<file path="src/rtl/spi_reg_bridge_pkg.sv">
// Shared encodings for the SPI-to-register bridge: transaction widths, FSM
// states, command-byte field positions and per-width helpers.
package spi_reg_bridge_pkg;

  localparam int MAX_W      = 32;
  localparam int CMD_RW_BIT = 7;
  localparam int WIDTH_MSB  = 6;
  localparam int WIDTH_LSB  = 5;

  typedef enum logic [1:0] {
    W8   = 2'b00,
    W16  = 2'b01,
    W32  = 2'b10,
    WINV = 2'b11
  } width_e;

  typedef enum logic [2:0] {
    IDLE,
    CMD,
    ADDR,
    WDATA,
    RWAIT,
    RDATA,
    DONE,
    IGNORE
  } state_e;

  function automatic logic [5:0] width_bits(input logic [1:0] w);
    case (w)
      W8:      return 6'd8;
      W16:     return 6'd16;
      default: return 6'd32;
    endcase
  endfunction

  function automatic logic [MAX_W-1:0] width_mask(input logic [1:0] w);
    case (w)
      W8:      return 32'h0000_00FF;
      W16:     return 32'h0000_FFFF;
      W32:     return 32'hFFFF_FFFF;
      default: return 32'h0000_0000;
    endcase
  endfunction

endpackage

</file>
<file path="src/rtl/spi_edge_detect.sv">
// Turns the synchronised SPI clock and chip select into single-cycle edge
// pulses; SCLK edges are only reported while chip select is asserted.
module spi_edge_detect (
  input  logic clk,
  input  logic rst,
  input  logic spi_cs_n,
  input  logic spi_clk,
  output logic sclk_rise,
  output logic sclk_fall,
  output logic cs_fall,
  output logic cs_rise
);

  logic sclk_q;
  logic cs_q;

  // NOTE: cs_q resets to the deasserted level so a select already low when
  // reset releases still produces a falling pulse.
  always_ff @(posedge clk or posedge rst) begin
    if (rst) begin
      sclk_q <= 1'b0;
      cs_q   <= 1'b1;
    end else begin
      sclk_q <= spi_clk;
      cs_q   <= spi_cs_n;
    end
  end

  assign sclk_rise = !spi_cs_n &  spi_clk & !sclk_q;
  assign sclk_fall = !spi_cs_n & !spi_clk &  sclk_q;
  assign cs_fall   = !spi_cs_n &  cs_q;
  assign cs_rise   =  spi_cs_n & !cs_q;

endmodule

</file>
<file path="src/rtl/spi_reg_bridge.sv">
// SPI mode-0 slave that decodes command/address/data frames into TinyQV
// peripheral register reads and writes.
module spi_reg_bridge
  import spi_reg_bridge_pkg::*;
#(
  parameter int ADDR_W = 6,
  parameter int REG_W  = 32
) (
  input  logic              clk,
  input  logic              rst,
  input  logic              ena,
  input  logic              spi_cs_n,
  input  logic              spi_clk,
  input  logic              spi_mosi,
  output logic              spi_miso,
  output logic [ADDR_W-1:0] reg_addr,
  output logic [REG_W-1:0]  reg_data_o,
  input  logic [REG_W-1:0]  reg_data_i,
  output logic              reg_addr_v,
  input  logic              reg_data_i_dv,
  output logic              reg_data_o_dv,
  output logic              reg_rw,
  output logic [1:0]        txn_width
);

  state_e           state;
  logic [5:0]       bit_cnt;
  logic [REG_W-1:0] rx_shift;
  logic [REG_W-1:0] tx_shift;

  logic             sclk_rise, sclk_fall, cs_fall, cs_rise;
  logic [7:0]       rx_byte;
  logic [REG_W-1:0] rx_word;
  logic [REG_W-1:0] wmask;
  logic [5:0]       nbits;
  logic             dummy_done;

  spi_edge_detect u_edge (
    .clk       (clk),
    .rst       (rst),
    .spi_cs_n  (spi_cs_n),
    .spi_clk   (spi_clk),
    .sclk_rise (sclk_rise),
    .sclk_fall (sclk_fall),
    .cs_fall   (cs_fall),
    .cs_rise   (cs_rise)
  );

  // Views of the shifter including the bit being sampled this cycle.
  assign rx_byte    = {rx_shift[6:0], spi_mosi};
  assign rx_word    = {rx_shift[REG_W-2:0], spi_mosi};
  assign nbits      = width_bits(txn_width);
  assign wmask      = REG_W'(width_mask(txn_width));
  assign dummy_done = sclk_fall && (bit_cnt == 6'd8);

  // NOTE: every register here is state, so all updates are non-blocking.
  always_ff @(posedge clk or posedge rst) begin
    if (rst) begin
      state         <= IDLE;
      bit_cnt       <= '0;
      rx_shift      <= '0;
      tx_shift      <= '0;
      spi_miso      <= 1'b0;
      reg_addr      <= '0;
      reg_data_o    <= '0;
      reg_addr_v    <= 1'b0;
      reg_data_o_dv <= 1'b0;
      reg_rw        <= 1'b0;
      txn_width     <= 2'b00;
    end else begin
      reg_data_o_dv <= 1'b0;
      if (reg_addr_v && reg_data_i_dv) reg_addr_v <= 1'b0;

      if (!ena) begin
        state      <= IDLE;
        reg_addr_v <= 1'b0;
        spi_miso   <= 1'b0;
      end else if (cs_rise && state != IDLE) begin
        state      <= IDLE;
        reg_addr_v <= 1'b0;
        spi_miso   <= 1'b0;
      end else begin
        case (state)
          IDLE: if (cs_fall) begin
            state   <= CMD;
            bit_cnt <= '0;
          end

          CMD: if (sclk_rise) begin
            rx_shift <= rx_word;
            bit_cnt  <= bit_cnt + 6'd1;
            if (bit_cnt == 6'd7) begin
              bit_cnt <= '0;
              if (rx_byte[WIDTH_MSB:WIDTH_LSB] == WINV) begin
                state <= IGNORE;
              end else begin
                reg_rw    <= rx_byte[CMD_RW_BIT];
                txn_width <= rx_byte[WIDTH_MSB:WIDTH_LSB];
                state     <= ADDR;
              end
            end
          end

          ADDR: if (sclk_rise) begin
            rx_shift <= rx_word;
            bit_cnt  <= bit_cnt + 6'd1;
            if (bit_cnt == 6'd7) begin
              bit_cnt  <= '0;
              reg_addr <= rx_byte[ADDR_W-1:0];
              if (reg_rw) begin
                state <= WDATA;
              end else begin
                state      <= RWAIT;
                reg_addr_v <= 1'b1;
                tx_shift   <= '1;
              end
            end
          end

          WDATA: if (sclk_rise) begin
            rx_shift <= rx_word;
            bit_cnt  <= bit_cnt + 6'd1;
            if (bit_cnt == nbits - 6'd1) begin
              reg_data_o    <= rx_word & wmask;
              reg_data_o_dv <= 1'b1;
              state         <= DONE;
            end
          end

          RWAIT: begin
            // Read data is left-justified so MISO always shifts from the top bit.
            if (reg_addr_v && reg_data_i_dv && !dummy_done)
              tx_shift <= (reg_data_i & wmask) << (REG_W - int'(nbits));
            if (sclk_rise) bit_cnt <= bit_cnt + 6'd1;
            if (dummy_done) begin
              state    <= RDATA;
              bit_cnt  <= '0;
              spi_miso <= tx_shift[REG_W-1];
              tx_shift <= tx_shift << 1;
            end
          end

          RDATA: begin
            if (sclk_fall) begin
              spi_miso <= tx_shift[REG_W-1];
              tx_shift <= tx_shift << 1;
            end
            if (sclk_rise) begin
              bit_cnt <= bit_cnt + 6'd1;
              if (bit_cnt == nbits - 6'd1) begin
                state    <= DONE;
                spi_miso <= 1'b0;
              end
            end
          end

          DONE, IGNORE: ;

          default: state <= IDLE;
        endcase
      end
    end
  end

endmodule

</file>
<file path="config.mk">
export PLATFORM = sky130hd
export DESIGN_NAME = spi_reg_bridge
export DESIGN_NICKNAME = d
export VERILOG_FILES = /design/src/rtl/spi_reg_bridge_pkg.sv /design/src/rtl/spi_edge_detect.sv /design/src/rtl/spi_reg_bridge.sv
export SDC_FILE = /design/constraint.sdc
export NUM_CORES = 1
export LEC_CHECK = 0
export CAP_MARGIN = 30
export CORE_ASPECT_RATIO = 0.5
export CORE_MARGIN = 2
export CORE_UTILIZATION = 55
export CTS_CLUSTER_SIZE = 16
export DETAILED_ROUTE_END_ITERATION = 8
export PLACE_DENSITY_LB_ADDON = 0.05
export SYNTH_ARGS = -nofsm -noshare
export SYNTH_HDL_FRONTEND = slang
export SYNTH_SLANG_ARGS = --single-unit
</file>
<file path="constraint.sdc">
create_clock -name clk -period 6.88 [get_ports clk]
set_clock_uncertainty 0.05 [all_clocks]
set_input_delay 1.376 -clock clk [delete_from_list [all_inputs] [get_ports clk]]
set_output_delay 1.376 -clock clk [all_outputs]
set_load 0.05 [all_outputs]
</file>
==> results.txt, run 1 <==
Combinational Power Share: 0.068
worst vdd ir: 172 uV
post-DP HPWL: 8.86 mm
Slew Viols, Final: 0
Worst path most repeated cell: ha_1
Num CTS Buffers: 17
core area: 10,200 sq um
grt ovf: 0
Synth warnings: 0
largest net degree at the start of global routing: 75
clk sinks: 118
ys async rst share: 1.00
Reg clk slew, reported paths: 0.06 ns
final setup violating endpoints: 0
measured slew at the worst slew-check pin: 1.01 ns
vias per cell: 5.88
WP data required: 7.07 ns
R2R depth: 9
cell count after placement: 759
cell taking the most area after synthesis: dfrtp_1
cell area after synthesis: 5780 sq um
Setup crit start kind: flip-flop
Tcrit/Tclk final: 0.686
# Max-Cap Violations: 0
Post-synth EDFFs: 0
row count: 26
Pint: 1.32 mW
CP Depth: 9
first-pass GRT wire length: 22.4 mm
die footprint: 11,400 sq um
area post-placement: 6690 sq um
final hold violation count: 0
wire per inst: 17.1 um
vias in the first global route: 4,308
cell at the slowest stage of the critical path: or4_2
CTS tree: done
unrepaired setup endpoints after global routing: no
Via Count: 4,654
Crit path max-delay family: adder cells
WHS Path Cells: 2
NetSw: 440 uW
initial antenna violation count: 0
setup bufs post-CTS: 0
design area: 7290 sq um
die height: 76.5 um
#FFs+latches synth: 118
Area Overhead vs Synth: 26.1%
slowest stage delay, CP: 1.13 ns
drt drc: 0
critical path class: reg -> reg
Yosys top cell area share: 0.506
Hold Path Class: reg -> reg
Avg Cell Area, Syn: 10.1 sq um
worst-path maximum fanout: 65
routability cong.: 0.895
post-synthesis cell type count: 55
n_diodes: 0
overall routed net length: 13.5 mm
clk_lat worst skew: 0.41 ns
Starting DRT DRC Count: 350
die width: 149 um
worst endpoint data arrival time: 4.91 ns
CP Capture Type: flip-flop
most instantiated cells after synthesis: dfrtp_1, nand2_1, o21ai_0, nor2_1
worst rel slew slack: 0.316
Flop pwr share: 0.425
share of cells above drive strength 1: 0.135
Cell Count, Final, Fillers Out: 792
main area contributors after synthesis: dfrtp_1, mux2_2, nand2_1, a221oi_1, o21ai_0
First-pass DRT Iterations: 5
Max Fclk: 212 MHz
Max clock buf depth: 2
Clk pwr share: 0.506
Max H-tree Level: 4
status: finished clean
# port buffers: 82
crit path cell chain: inv_1, ha_1, clkinv_1, ha_1, xor2_1, nand3_1, or4_2, nand2_1, o21ai_0
register area share after synthesis: 0.511
WHS: 0.425 ns
root buffer cell: clkbuf_16
Syn Nets: 620
sw frac: 0.250
I/O Pins: 83
Antenna Nets Post-Route: 0
final worst path period need: 4.72 ns
hold_buf cts: 0
Starting Density: 0.566
Setup TNS Final: 0 ns
Pwr Density: 241 nW/um^2
Overall Global Routing Usage: 0.250
Buf/Inv on CP: 2
cts repair resizes: 0
Syn Inst Count: 573
Pleak: 3.10 nW
top-count cell post-synth: dfrtp_1
fin nets: 686
ys flop type: dfrtp_1
==> worst min-delay path, cell delays in order (launching register included) <==
cell and delay (ns):
dfrtp_1 0.34, nand2_1 0.04, o21ai_0 0.06
==> per-layer routing <==
| metal | global-route usage | vias to the layer above | wire length [um] |
|---|---|---|---|
| met1 | 0.375 | 2222 | 6520 |
| met4 | 0.0810 | 0 | 249 |
| met3 | 0.0521 | 24 | 879 |
| met2 | 0.364 | 176 | 5890 |
| li1 | - | 2232 | - |
| met5 | 0 | - | 0 |
==> path summary, 6_finish.rpt <==
check | startpoint | to | slack [ns]
max | txn_width[0]$_DFFE_PP0P_ | reg_data_o[5]$_DFFE_PP0P_ | 2.16
min | reg_data_o[3]$_DFFE_PP0P_ | reg_data_o[3]$_DFFE_PP0P_ | 0.43
max reg2reg | txn_width[0]$_DFFE_PP0P_ | reg_data_o[5]$_DFFE_PP0P_ | 2.16
min reg2reg | reg_data_o[3]$_DFFE_PP0P_ | reg_data_o[3]$_DFFE_PP0P_ | 0.43
max in group asynchronous | rst | tx_shift[18]$_DFFE_PP0P_ | 4.89
min in group asynchronous | rst | state[0]$_DFFE_PP0P_ | 1.20
==> area by class of cell <==
type                            count  area [sq um]
Fill cell                         780          2920
Clock inverter                     15           168
Clock buffer                       17           425
Timing Repair Buffer               90           908
Tap cell                          140           175
Multi-Input combinational cell    398          2610
Sequential cell                   118          2950
Inverter                           14          55.1
==> power by group through the flow <==
stage	Combinational (mW)	Clock [mW]	Sequential (mW)
floorplan	0.0732	0	0.752
global placement	0.113	0	0.760
detailed placement	0.119	0	0.760
CTS	0.120	0.900	0.748
global route	0.134	0.939	0.752
finish	0.120	0.891	0.748
==> through the flow <==
| stage | total power, mW | utilization | worst slack (ns) |
|---|---|---|---|
| 6_report | 1.76 | 0.714 | 2.16 |
| 5_1_grt | 1.82 | 0.714 | 1.86 |
| 2_1_floorplan | 0.825 | - | 2.33 |
| 3_5_place_dp | 0.879 | 0.655 | 2.27 |
| 3_3_place_gp | 0.873 | 0.651 | 2.45 |
| 4_1_cts | 1.77 | 0.713 | 2.23 |
==> registers in the layout (all words and copies together), names as in the netlist, 2 cells and up <==
name	cells
bit_cnt	6
reg_addr	6
txn_width	2
rx_shift	31
tx_shift	32
state	3
reg_data_o	32
==> layout by cell type, fill, tap and decap left out, types with 3 or more instances in the layout <==
| cell type | count |
|---|---|
| clkdlybuf4s50_1 | 82 |
| nor3_1 | 3 |
| nor3b_1 | 8 |
| nand2_1 | 81 |
| mux2_2 | 38 |
| a21oi_1 | 38 |
| mux2i_1 | 9 |
| ha_1 | 8 |
| nor2b_1 | 4 |
| clkbuf_16 | 17 |
| inv_1 | 12 |
| a221oi_1 | 31 |
| inv_6 | 5 |
| a32oi_1 | 7 |
| a31oi_1 | 4 |
| nor2_1 | 41 |
| buf_4 | 5 |
| o2bb2ai_1 | 10 |
| a32o_1 | 8 |
| o21ai_0 | 47 |
| nand3_1 | 6 |
| dfrtp_1 | 117 |
| nand2b_1 | 13 |
| a221o_1 | 3 |
| clkinvlp_4 | 4 |
==> cell families (layout without fill, tap and decap cells) <==
| group | count (synthesis) | count (layout) | synth area share |
|---|---|---|---|
| AO/OA/AOI/OAI | 165 | 165 | 0.197 |
| XOR/XNOR | 4 | 4 | 0.00606 |
| adder cells (fa/ha/maj) | 8 | 8 | 0.0173 |
| buffers and inverters | 57 | 136 | 0.0398 |
| flip-flops | 118 | 118 | 0.511 |
| multiplexers | 47 | 47 | 0.0896 |
| AND/OR/NAND/NOR | 174 | 174 | 0.140 |
Power figures use the tool's default switching activity.
==> run 2: changes to the inputs <==
- clock period: 6.88 -> 4.4 ns (I/O delays scaled with it)
==> run 2 against run 1 <==
  * Combinational power is 53% higher
  * Clock-buffer cell count increased by 1
  * Critical path depth increased by 1
  * Routed wire length increased by 2.0%
  * Total power grew 58%
  * Via count rose by 1.5%
  * Worst setup slack worse by 1.4 ns
  * Fmax is 30% higher
  * Non-clock buffer count rose by 5
  * Final area grew 0.22%
  * Final cell count increased by 0.63%
  * Largest cell class unchanged
==> results.txt, run 2 (synthesis results as in run 1) <==
Area Overhead vs Synth: 26.3%
design area: 7310 sq um
vias per cell: 5.93
status: finished clean
die width: 149 um
Largest regs: reg_data_o (32), tx_shift (32), rx_shift (31)
First-pass DRT Iterations: 5
final setup violating endpoints: 0
Setup TNS Final: 0 ns
Num CTS Buffers: 17
die height: 76.5 um
Antenna Nets Post-Route: 0
most common cell after layout, fill and taps aside: dfrtp_1
WP data required: 4.58 ns
area post-placement: 6710 sq um
first-pass GRT wire length: 23.3 mm
Max H-tree Level: 4
drt drc: 0
routability cong.: 0.909
post-DP HPWL: 9.00 mm
share of cells above drive strength 1: 0.142
I/O Pins: 83
vias in the first global route: 4,520
Setup crit start kind: flip-flop
Overall Global Routing Usage: 0.261
setup bufs post-CTS: 0
WHS Path Cells: 2
Starting Density: 0.566
Starting DRT DRC Count: 379
Reg clk slew, reported paths: 0.06 ns
Cell Count, Final, Fillers Out: 797
cts repair resizes: 0
Pleak: 3.12 nW
wire per inst: 17.3 um
final worst path period need: 3.64 ns
root buffer cell: clkbuf_16
worst r2r src: txn_width[0]$_DFFE_PP0P_
initial antenna violation count: 0
R2R depth: 10
grt ovf: 0
Endpoint, Worst Hold: reg_data_o[12]$_DFFE_PP0P_
die footprint: 11,400 sq um
Tcrit/Tclk final: 0.828
hold_buf cts: 0
Hold Path Class: reg -> reg
fin nets: 691
worst rel slew slack: 0.318
unrepaired setup endpoints after global routing: no
CTS tree: done
most frequent cells in the layout: dfrtp_1, clkdlybuf4s50_1, nand2_1
clk sinks: 118
critical path class: reg -> reg
Slew Viols, Final: 0
# port buffers: 82
largest net degree at the start of global routing: 66
clk_lat worst skew: 0.42 ns
row count: 26
RR Endpoint: reg_data_o[30]$_DFFE_PP0P_
core area: 10,200 sq um
CP Capture Type: flip-flop
# Max-Cap Violations: 0
overall routed net length: 13.8 mm
measured slew at the worst slew-check pin: 1.02 ns
worst endpoint data arrival time: 3.82 ns
worst-path maximum fanout: 65
worst vdd ir: 265 uV
Max Fclk: 275 MHz
R2R Setup Slk: 0.76 ns
final hold violation count: 0
Pwr Density: 380 nW/um^2
min-delay src: reg_data_o[12]$_DFFE_PP0P_
Max clock buf depth: 2
n_diodes: 0
cell count after placement: 765
Via Count: 4,725
[run 2: cell types whose count changed in the layout (fill, tap and decap cells not counted)]
| cell | previous run | this run |
|---|---|---|
| inv_6 | 5 | 7 |
| buf_2 | 0 | 1 |
| clkinv_4 | 2 | 0 |
| clkbuf_8 | 0 | 1 |
| buf_8 | 1 | 0 |
| clkbuf_4 | 1 | 0 |
| clkinv_2 | 1 | 0 |
| buf_16 | 1 | 0 |
| buf_4 | 5 | 12 |
[run 2: worst max-delay path, stage by stage, from the launching register on]
cell and delay, ns:
dfrtp_1 0.42, inv_1 0.14, ha_1 0.20, clkinv_1 0.26, ha_1 0.38, buf_4 0.22
xor2_1 0.16, nand3_1 0.11, or4_2 1.14, nand2_1 0.22, o21ai_0 0.13
[run 2: how the worst max path moves through the flow]
stage / start / end / slack [ns] / cells after the start
2_1_floorplan: rst / bit_cnt[0]$_DFFE_PP0P_ / 0.34 / 1
3_3_place_gp: spi_cs_n / tx_shift[25]$_DFFE_PP0P_ / 0.77 / 7
3_5_place_dp: spi_cs_n / tx_shift[7]$_DFFE_PP0P_ / 0.69 / 7
4_1_cts: txn_width[0]$_DFFE_PP0P_ / reg_data_o[30]$_DFFE_PP0P_ / 0.77 / 10
5_1_grt: txn_width[0]$_DFFE_PP0P_ / reg_data_o[16]$_DFFE_PP0P_ / 0.52 / 10
6_report: txn_width[0]$_DFFE_PP0P_ / reg_data_o[30]$_DFFE_PP0P_ / 0.76 / 10
[run 2: cell type report]
type / instances / area, sq um
clock buffers: 18 / 439
clock inverters: 14 / 163
fillers: 789 / 2910
inverters: 14 / 55.1
multi-input cells: 398 / 2610
flip-flops and latches: 118 / 2950
well taps: 140 / 175
repair buffers: 95 / 916
[run 2: power by group]
group	switching, mW	total [mW]	leakage (nW)	internal (mW)
registers	0.0400	1.17	1.60	1.13
clock network	0.558	1.42	0.283	0.865
logic	0.100	0.183	1.24	0.0832
[run 2: per-layer routing]
metal  global-route usage  up-vias  share of wire
met2                0.396      193           0.45
li1                     -     2236              -
met1                0.367     2281           0.47
met3               0.0713       15          0.064
met5                    0        -              0
met4               0.0810        0          0.013
[run 2: stage by stage]
stage               utilization  setup WS, ns  total power [mW]  hold slack, ns
CTS                       0.715         0.770              2.80           0.433
finish                    0.715         0.759              2.78           0.426
global placement          0.656         0.774              1.37           0.411
floorplan                     -         0.343              1.29           0.431
global route              0.715         0.518              2.89           0.442
detailed placement        0.657         0.692              1.37           0.420
==> run 3: changes to the inputs <==
- clock period: 4.4 -> 3.49 ns (I/O delays scaled with it)
==> run 3 against run 2 <==
  * Routed wire length up 0.77%
  * Critical endpoint is now reg_data_o[24]$_DFFE_PP0P_
  * Sequential share of layout area down 0.62 points
  * First-iteration DRC count down 27%
  * Largest power group unchanged
  * Worst setup slack worse by 0.13 ns
  * Critical path depth unchanged
  * Clock-buffer cell count down 1
  * Via count up 0.53%
  * Sequential power up 26%
  * Largest cell class unchanged
  * Die area unchanged
  * Final area up 1.6%
==> results.txt, run 3 (synthesis results as in run 1) <==
status: finished clean
# port buffers: 82
largest net degree at the start of global routing: 66
vias in the first global route: 4,505
clk sinks: 118
initial antenna violation count: 0
fin nets: 697
row count: 26
worst endpoint data arrival time: 3.07 ns
most frequent cells in the layout: dfrtp_1, clkdlybuf4s50_1, nand2_1
grt ovf: 0
Setup crit start kind: flip-flop
final worst path period need: 2.86 ns
most common cell after layout, fill and taps aside: dfrtp_1
Pleak: 3.17 nW
Starting Density: 0.566
Starting DRT DRC Count: 276
n_diodes: 0
die footprint: 11,400 sq um
vias per cell: 5.92
critical path class: reg -> reg
Pwr Density: 478 nW/um^2
measured slew at the worst slew-check pin: 0.858 ns
die height: 76.5 um
Max clock buf depth: 2
area post-placement: 6800 sq um
clk_lat worst skew: 0.41 ns
overall routed net length: 13.9 mm
Setup TNS Final: 0 ns
Overall Global Routing Usage: 0.259
worst rel slew slack: 0.428
die width: 149 um
Slew Viols, Final: 0
hold_buf cts: 0
Seq. cell area: 2950 sq um
CP Capture Type: flip-flop
Num CTS Buffers: 17
setup bufs post-CTS: 0
worst vdd ir: 311 uV
final setup violating endpoints: 0
core area: 10,200 sq um
Final Util: 0.727
Largest regs: reg_data_o (32), tx_shift (32), rx_shift (31)
I/O Pins: 83
Tcrit/Tclk final: 0.820
Hold Path Class: reg -> reg
min-delay src: reg_data_o[18]$_DFFE_PP0P_
cts repair resizes: 0
Tot Pwr: 3.55 mW
Setup WS pre-CTS: 0.404 ns
Reg clk slew, reported paths: 0.06 ns
worst-path maximum fanout: 65
worst setup path start: txn_width[0]$_DFFE_PP0P_
crit path cell chain: inv_1, ha_1, clkinv_1, ha_1, xor2_1, nand3_1, or4_2, buf_4, nand2_1, o21ai_0
post-DP HPWL: 9.07 mm
drt drc: 0
Via Count: 4,750
worst r2r src: txn_width[0]$_DFFE_PP0P_
wire per inst: 17.3 um
final hold violation count: 0
Max Fclk: 350 MHz
# Max-Cap Violations: 0
Multi-input gate area: 2610 sq um
unrepaired setup endpoints after global routing: no
cell at the slowest stage of the critical path: or4_2
Antenna Nets Post-Route: 0
Max H-tree Level: 4
Worst path most repeated cell: ha_1
WP data required: 3.70 ns
slowest stage delay, CP: 0.66 ns
CTS tree: done
routability cong.: 0.900
design area: 7420 sq um
share of cells above drive strength 1: 0.149
Final Worst Setup Slack: 0.630 ns
First-pass DRT Iterations: 5
fill count: 751
root buffer cell: clkbuf_16
Area Overhead vs Synth: 28.3%
first-pass GRT wire length: 23.1 mm
-- run 3: cell types whose count changed in the layout (fill, tap and decap cells not counted) --
cell and change:
bufinv_16 +1, clkbuf_8 -1, inv_6 -3, buf_4 +2, inv_4 -1, clkinv_4 +3, buf_12 +4, clkinvlp_4 -1
inv_8 +1, clkinv_2 +1
-- run 3: worst max-delay path: cells and delay by family (launching register included) --
kind	cells	cell delay, ns
buffers and inverters	3	0.55
XOR/XNOR	1	0.15
AND/OR/NAND/NOR	3	0.92
adder cells (fa/ha/maj)	2	0.50
flip-flops	1	0.42
AO/OA/AOI/OAI	1	0.10
-- run 3: layout make-up --
class                           count  share of cell area
Multi-Input combinational cell    398               0.351
Sequential cell                   118               0.398
Tap cell                          140              0.0236
Clock inverter                     15              0.0261
Clock buffer                       17              0.0573
Inverter                           14             0.00759
Timing Repair Buffer              101               0.136
-- run 3: metal layers --
metal / up-vias / GRT usage / wire, um
met5: - / 0 / 0
met4: 0 / 0.0724 / 180
met3: 16 / 0.0665 / 789
met2: 160 / 0.395 / 6360
met1: 2328 / 0.367 / 6590
li1: 2246 / - / -
-- run 3: final timing paths --
kind	end	slack, ns	cells past startpoint
min in group asynchronous	rx_shift[27]$_DFFE_PP0P_	0.57	2
min reg2reg	reg_data_o[18]$_DFFE_PP0P_	0.43	2
min	reg_data_o[18]$_DFFE_PP0P_	0.43	2
max	reg_data_o[24]$_DFFE_PP0P_	0.63	10
max in group asynchronous	reg_addr[3]$_DFFE_PP0P_	2.23	3
max reg2reg	reg_data_o[24]$_DFFE_PP0P_	0.63	10
-- run 3: stage by stage --
step,cells,hold slack (ns)
after CTS,803,0.433
final,803,0.425
after floorplan,573,0.431
after detailed placement,771,0.419
after global placement,770,0.410
after global routing,803,0.456
-- run 3: power by group --
part	internal, mW	switching (mW)	leakage [nW]
sequential	1.43	0.0512	1.60
combinational	0.108	0.130	1.28
clock	1.14	0.689	0.299
